File: config.mk
export PLATFORM = sky130hd
export DESIGN_NAME = ro_measure_ctrl
export DESIGN_NICKNAME = d
export VERILOG_FILES = /design/src/rtl/ro_measure_ctrl.sv
export SDC_FILE = /design/constraint.sdc
export NUM_CORES = 1
export LEC_CHECK = 0
export BUFFER_PORTS_ARGS = -buffer_cell sky130_fd_sc_hd__buf_2
export CELL_PAD_IN_SITES_DETAIL_PLACEMENT = 1
export CELL_PAD_IN_SITES_GLOBAL_PLACEMENT = 2
export CORE_MARGIN = 1
export CORE_UTILIZATION = 27
export DETAILED_ROUTE_END_ITERATION = 16
export PLACE_DENSITY = 0.83
export SYNTH_ARGS = -nofsm -noshare
export SYNTH_HDL_FRONTEND = slang
export SYNTH_SLANG_ARGS = --single-unit
File: constraint.sdc
create_clock -name static_clk -period 1.6 [get_ports static_clk]
set_input_delay 0.32 -clock static_clk [delete_from_list [all_inputs] [get_ports static_clk]]
set_output_delay 0.32 -clock static_clk [all_outputs]
set_load 0.02 [all_outputs]
File: src/rtl/ro_measure_ctrl.sv
// ro_measure_ctrl: ring oscillator sequencer that loads a challenge, settles the ring and counts gated edges.
// Define RO_AVG_EN to run four back-to-back gate windows into a CNT_W+2 bit accumulator, reporting acc >> 2.
module ro_measure_ctrl #(
  parameter int NUM_LUTS      = 20,
  parameter int CNT_W         = 16,
  parameter int SETTLE_CYCLES = 64,
  parameter int GATE_CYCLES   = 1024
) (
  input  logic                static_clk,
  input  logic                rst,
  input  logic                start,
  input  logic [NUM_LUTS-1:0] challenge,
  input  logic                abort,
  output logic                busy,
  output logic [NUM_LUTS-1:0] ro_control,
  output logic                ro_en,
  input  logic                osc_div,
  output logic                result_valid,
  input  logic                result_ready,
  output logic [CNT_W-1:0]    result_count,
  output logic                overflow
);
  // state  | meaning
  // IDLE   | waiting for start; ro_control keeps the last challenge
  // LOAD   | challenge applied to the stages, ring still disabled
  // SETTLE | ring running, edges ignored
  // GATE   | ring running, synchronized rising edges counted
  // DONE   | result presented; result_valid rises one cycle after entry
  typedef enum logic [2:0] {IDLE, LOAD, SETTLE, GATE, DONE} state_t;

  localparam int MAX_CYC = (SETTLE_CYCLES > GATE_CYCLES) ? SETTLE_CYCLES : GATE_CYCLES;
  localparam int TW      = (MAX_CYC > 1) ? $clog2(MAX_CYC) : 1;
  localparam logic [TW-1:0] SETTLE_LD = TW'(SETTLE_CYCLES - 1);
  localparam logic [TW-1:0] GATE_LD   = TW'(GATE_CYCLES - 1);

`ifdef RO_AVG_EN
  localparam int AW = CNT_W + 2;
  logic [1:0] gate_idx;
`else
  localparam int AW = CNT_W;
`endif

  state_t        state, state_nxt;
  logic [TW-1:0] timer;
  logic [AW-1:0] acc;
  logic          timer_tc, ld_settle, ld_gate, last_gate, accept, edge_det;
  logic          s1, s2, s3;

  assign timer_tc     = (timer == '0);
  assign accept       = (state == IDLE) && start;
  assign edge_det     = s2 & ~s3;
  assign busy         = (state != IDLE);
  assign ro_en        = (state == SETTLE) || (state == GATE);
  assign result_count = acc[AW-1 -: CNT_W];

`ifdef RO_AVG_EN
  assign last_gate = (gate_idx == 2'd3);
`else
  assign last_gate = 1'b1;
`endif

  always_ff @(posedge static_clk) begin
    if (rst) state <= IDLE;
    else     state <= state_nxt;
  end

  always_comb begin
    state_nxt = state;
    ld_settle = 1'b0;
    ld_gate   = 1'b0;
    case (state)
      IDLE:   if (start) state_nxt = LOAD;
      LOAD:
        if (abort) state_nxt = IDLE;
        else begin
          state_nxt = SETTLE;
          ld_settle = 1'b1;
        end
      SETTLE:
        if (abort) state_nxt = IDLE;
        else if (timer_tc) begin
          state_nxt = GATE;
          ld_gate   = 1'b1;
        end
      GATE:
        if (abort) state_nxt = IDLE;
        else if (timer_tc) begin
          if (last_gate) state_nxt = DONE;
          else           ld_gate   = 1'b1;
        end
      DONE:   if (result_valid && result_ready) state_nxt = IDLE;
      default: state_nxt = IDLE;
    endcase
  end

  always_ff @(posedge static_clk) begin
    if (rst)               timer <= '0;
    else if (ld_settle)    timer <= SETTLE_LD;
    else if (ld_gate)      timer <= GATE_LD;
    else if (!timer_tc)    timer <= timer - 1'b1;
  end

`ifdef RO_AVG_EN
  always_ff @(posedge static_clk) begin
    if (rst)                             gate_idx <= 2'd0;
    else if (ld_settle)                  gate_idx <= 2'd0;
    else if (ld_gate && state == GATE)   gate_idx <= gate_idx + 2'd1;
  end
`endif

  // The synchronizer free-runs so the first GATE cycle sees a settled history.
  always_ff @(posedge static_clk) begin
    if (rst) begin
      s1           <= 1'b0;
      s2           <= 1'b0;
      s3           <= 1'b0;
      ro_control   <= '0;
      acc          <= '0;
      overflow     <= 1'b0;
      result_valid <= 1'b0;
    end else begin
      s1 <= osc_div;
      s2 <= s1;
      s3 <= s2;
      if (accept) begin
        ro_control <= challenge;
        acc        <= '0;
        overflow   <= 1'b0;
      end else if (state == GATE && edge_det) begin
        if (acc == {AW{1'b1}}) overflow <= 1'b1;
        else                   acc      <= acc + 1'b1;
      end
      result_valid <= (state == DONE) && !(result_valid && result_ready);
    end
  end
endmodule

Yosys cells after proc, flatten, opt, wreduce, memory -nomap -nowiden
Index checks and enable logic that the tools add are counted.
Widths: inputs -> output; s select.
- add/sub/neg operators: 2
- equality and inequality tests: 11
- muxes and demuxes: 16
- bitwise operators: 3
- reduce and logical (&&, ||, !) cells: 14
- operators by type and width (kind ; count):
    $mux 10 ; 2
    $mux 3 ; 6
    $add 16x1->16 const B ; 1
    $eq 16x16->1 const B ; 1
    $pmux 3 s5 ; 1
    $logic_not 10->1 ; 1
    $sub 10x1->10 const B ; 1
    $eq 3x2->1 const B ; 2
    $mux 6 ; 1
    $ne 3x3->1 const B ; 2
    $mux 1 ; 5
    $logic_and 1x1->1 ; 4
    $ne 2x2->1 const B ; 2
    $reduce_and 2->1 ; 2
    $reduce_and 4->1 ; 1
    $reduce_or 2->1 ; 2
    $eq 3x1->1 const B ; 1
    $eq 3x3->1 const B ; 1
    $logic_not 3->1 ; 1
    $ne 3x1->1 const B ; 1
    $reduce_bool 3->1 ; 1
    $mux 2 ; 1
    $ne 2x1->1 const B ; 1
    $not 1->1 ; 2
    3 further kinds ; 3
- flip-flop bits (word level): 54
- input bits: 26
- output and inout port bits: 40
- logic and storage cells: 56

Logic depth before layout (Yosys ltp)
- depth in word-level cells: 6
- depth in mapped cells: 7
- mapped depth without buffers: 6

Worst setup path after synthesis
OpenSTA, ideal clock, no wires.
- path kind: register to register
- start: reg acc[0] (netlist: result_count[0])
- end: reg acc[10] (netlist: result_count[10])
- library setup time: 0.125 ns
- arrival: 1.666 ns
- required time: 1.475 ns
- path slack: -0.191 ns
- stages on the path, launching flop included: 6
- path buffers: 0
- clock period less this slack: 1.791 ns
- cells stage by stage: dfxtp_1 ha_1 nand4_1 nor3_1 or4_1 a21oi_1
- word-level cells in the longest chain between the ends: 3
- elaborated cells between the ends (all ways): 4
- those cells by class: add/sub (1); eq/ne (1); bitwise (1); reduce/logical (1)
- ends and longest elaborated chain (element ; RTL line ; source):
    start: declaration ; 45 ; logic [AW-1:0] acc;
    start signal: assignment ; 131 ; else acc <= acc + 1'b1;
    branches (longest 3 deep; another with $add 16x1->16) ; n/a ;
Parallel ways; which one is timed is not known.
A chain may end at the register's enable or synchronous reset.

Final worst setup path
- start: reg state[2]
- end: reg acc[3] (netlist: result_count[3])
- word-level cells in the longest chain between the ends: 3
- elaborated cells between the ends (all ways): 6
- those cells by class: eq/ne (1); reduce/logical (5)
- ends and longest elaborated chain (element ; RTL line ; source):
    start: declaration ; 43 ; state_t state, state_nxt;
    start signal: assignment ; 64 ; else state <= state_nxt;
    $eq 3x2->1 / $logic_not 3->1 (equally long branches) ; 129, 50 ;
    $logic_and 1x1->1, on equally long branches ; 129, 50 ;
    $reduce_and 2->1 (no line) / $reduce_or 2->1 (equally long branches) ; n/a ;
Parallel ways exist; a longest one is shown, timed or not.

==> metrics.txt <==
clock sink total=54; worst setup path category=reg2reg; Final Cycle Share=102%; fin nets=439; crit path time final=1620 ps; Synth warnings=0; layout cells sized above 1=42.8%; clk slew on worst S/H paths=110 ps; largest net degree at the start of global routing=30; drt initial violations=43; Final setup viols=5; fin util=41.1%; # fillers=1085; slew at the pin closest to its max-slew limit=342 ps; # H-tree levels=2; hpwl dp=5670 µm; required time worst endpoint=1840 ps; critical path capture point type=flip-flop; Port Buffers=65; # hold bufs at CTS=0; final hold violation count=0; die width=97.4 µm; syn avg cell area=8.33 µm²; Antenna Nets Post-Route=0; share of the synthesized area in the top cell type=44.0%; initial antenna violation count=0; Clock Tree Root=clkbuf_8; GP Congestion=0.830; top cells by area, synth=dfxtp_1, nand2_1, a21oi_1; latest clock arrival within the worst-skew pair=310 ps; GRT Overall Usage=16.3%; first-pass GRT wire length=12800 µm; Layout area overhead=46.5%; Pleak=1.50 nW; Rel. slew slack=77.2%; Worst VDD drop=0.457 mV; CTS max path bufs=2; WP data arrival=1870 ps; CTS tree=yes; vias in the first global route=2733; ANT cells=0; flops & latches, synth=54; hold crit path type=in2reg; via count=2684; fmax=0.616 GHz; die area=9480 µm²; Async SR Flop Fraction=0%; area taken by multi-input logic gates=1480 µm²; Most used DFF post-synth=dfxtp_1; crit-path max FO=7; Overflow after GRT=0; Power Dens Cells=1140 nW/µm²; largest area contributor in the netlist=dfxtp_1; vias per cell=5.17; cells after synthesis=295; post-route setup slack=-24.3 ps; Final Cell Area=3600 µm²; Slew Limit Fails=0; WL final=7780 µm; Syn Std Cell Area=2460 µm²; unrepaired setup endpoints after global routing=true; commonest cells in the netlist=nand2_1, dfxtp_1, a21oi_1; Cell variety after synth=43; number of synthesized flops with an enable pin=0; R2R depth=4; register area=1110 µm²; drt wl/cell=15.0 µm; row cnt=34; Die Ht=97.4 µm; drc violations=0; cell with the most instances after synthesis=nand2_1; Num CTS Buffers=5; Maximum Capacitance Violations=0; Clock Skews=8.32 ps; Hold Slack=227 ps; num ports=66; Detailed Routing Iterations Pass 1=4; outcome=finished with violations; net count after synthesis=324; sequential area share after synthesis=44.0%; core area=8760 µm²; dpl cell area=3250 µm²; violated checks=negative setup slack; TNS Setup=-86.4 ps; initial core utilization=28.0%; critical path startpoint category=flip-flop; Hold Path Stages=3
state kept, by name, indices dropped and copies added, names as in the netlist:
register	cells
overflow	1
s1	1
result_valid	1
state	3
s3	1
s2	1
ro_control	20
timer	10
result_count	16
repair_timing:
| item | in CTS | in global routing |
|---|---|---|
| pin swaps | 3 | 23 |
| setup endpoints to repair | 14 | 27 |
| endpoints found under the hold margin | 0 | 0 |
| cloned | 0 | 0 |
| gates resized for setup | 9 | 34 |
| buffers inserted | 5 | 7 |
routing by layer:
metal / GRT usage (%) / vias to the layer above / wire length, µm
met5: 0 / - / 0
li1: - / 1317 / -
met3: 2.88 / 11 / 285
met1: 20.6 / 1303 / 3420
met2: 28.1 / 53 / 3970
met4: 4.64 / 0 / 108
final cells by class:
type / count / share of cell area [%]
Multi-Input combinational cell: 222 / 41.0
Sequential cell: 54 / 30.7
Timing Repair Buffer: 121 / 21.2
Tap cell: 108 / 3.76
Clock buffer: 5 / 1.91
Clock inverter: 3 / 0.730
Inverter: 6 / 0.626
report_power, final:
part           internal (mW)  total [mW]  switching, mW  leakage [nW]
combinational          0.842        1.63          0.791         0.999
clock                  0.318       0.821          0.503        0.0483
sequential              1.50        1.66          0.156         0.448
per-stage QoR:
stage          std cells  power (mW)  setup WS (ps)
2_1_floorplan        295        2.34          -23.8
3_3_place_gp         499        2.95           29.0
3_5_place_dp         499        3.01          -76.5
4_1_cts              512        3.97          -10.8
5_1_grt              519        4.37           -106
6_report             519        4.11          -24.3
cells by family (layout without fill, tap and decap cells):
| family | after synthesis | count (layout) | share of synthesized area (%) |
|---|---|---|---|
| adder cells (fa/ha/maj) | 3 | 3 | 1.53 |
| AO/OA/AOI/OAI | 75 | 75 | 18.6 |
| XOR/XNOR | 1 | 1 | 0.357 |
| flip-flops | 54 | 54 | 44.0 |
| AND/OR/NAND/NOR | 142 | 142 | 31.9 |
| multiplexers | 1 | 1 | 0.458 |
| buffers and inverters | 19 | 135 | 3.06 |
placed cells by master (no fill, tap or decap), types with 5 or more instances in the layout:
cell / count
dfxtp_1: 42
nand2_1: 56
buf_2: 64
or4_1: 7
dfxtp_2: 8
o21ai_0: 7
and2_1: 6
nor3_1: 8
nand4_1: 6
o31ai_1: 8
nor2_1: 11
a21oi_1: 37
buf_4: 53
clkbuf_8: 5
path summary, 6_finish.rpt:
kind,from,endpoint,slack [ps]
setup / recovery,state[2]$_SDFFE_PP0P_,result_count[3]$_SDFFE_PP0P_,-20
hold / removal,challenge[18],ro_control[18]$_SDFFE_PP0P_,230
setup reg to reg,state[2]$_SDFFE_PP0P_,result_count[3]$_SDFFE_PP0P_,-20
hold reg to reg,s1$_SDFF_PP0_,s2$_SDFF_PP0_,450
worst max-delay path, stage by stage, from the launching register on:
cell,delay [ps]
dfxtp_2,350
and4bb_4,420
nand2_2,130
or4_1,520
a21oi_1,130
Note: power is estimated with default switching activity, not from simulation.
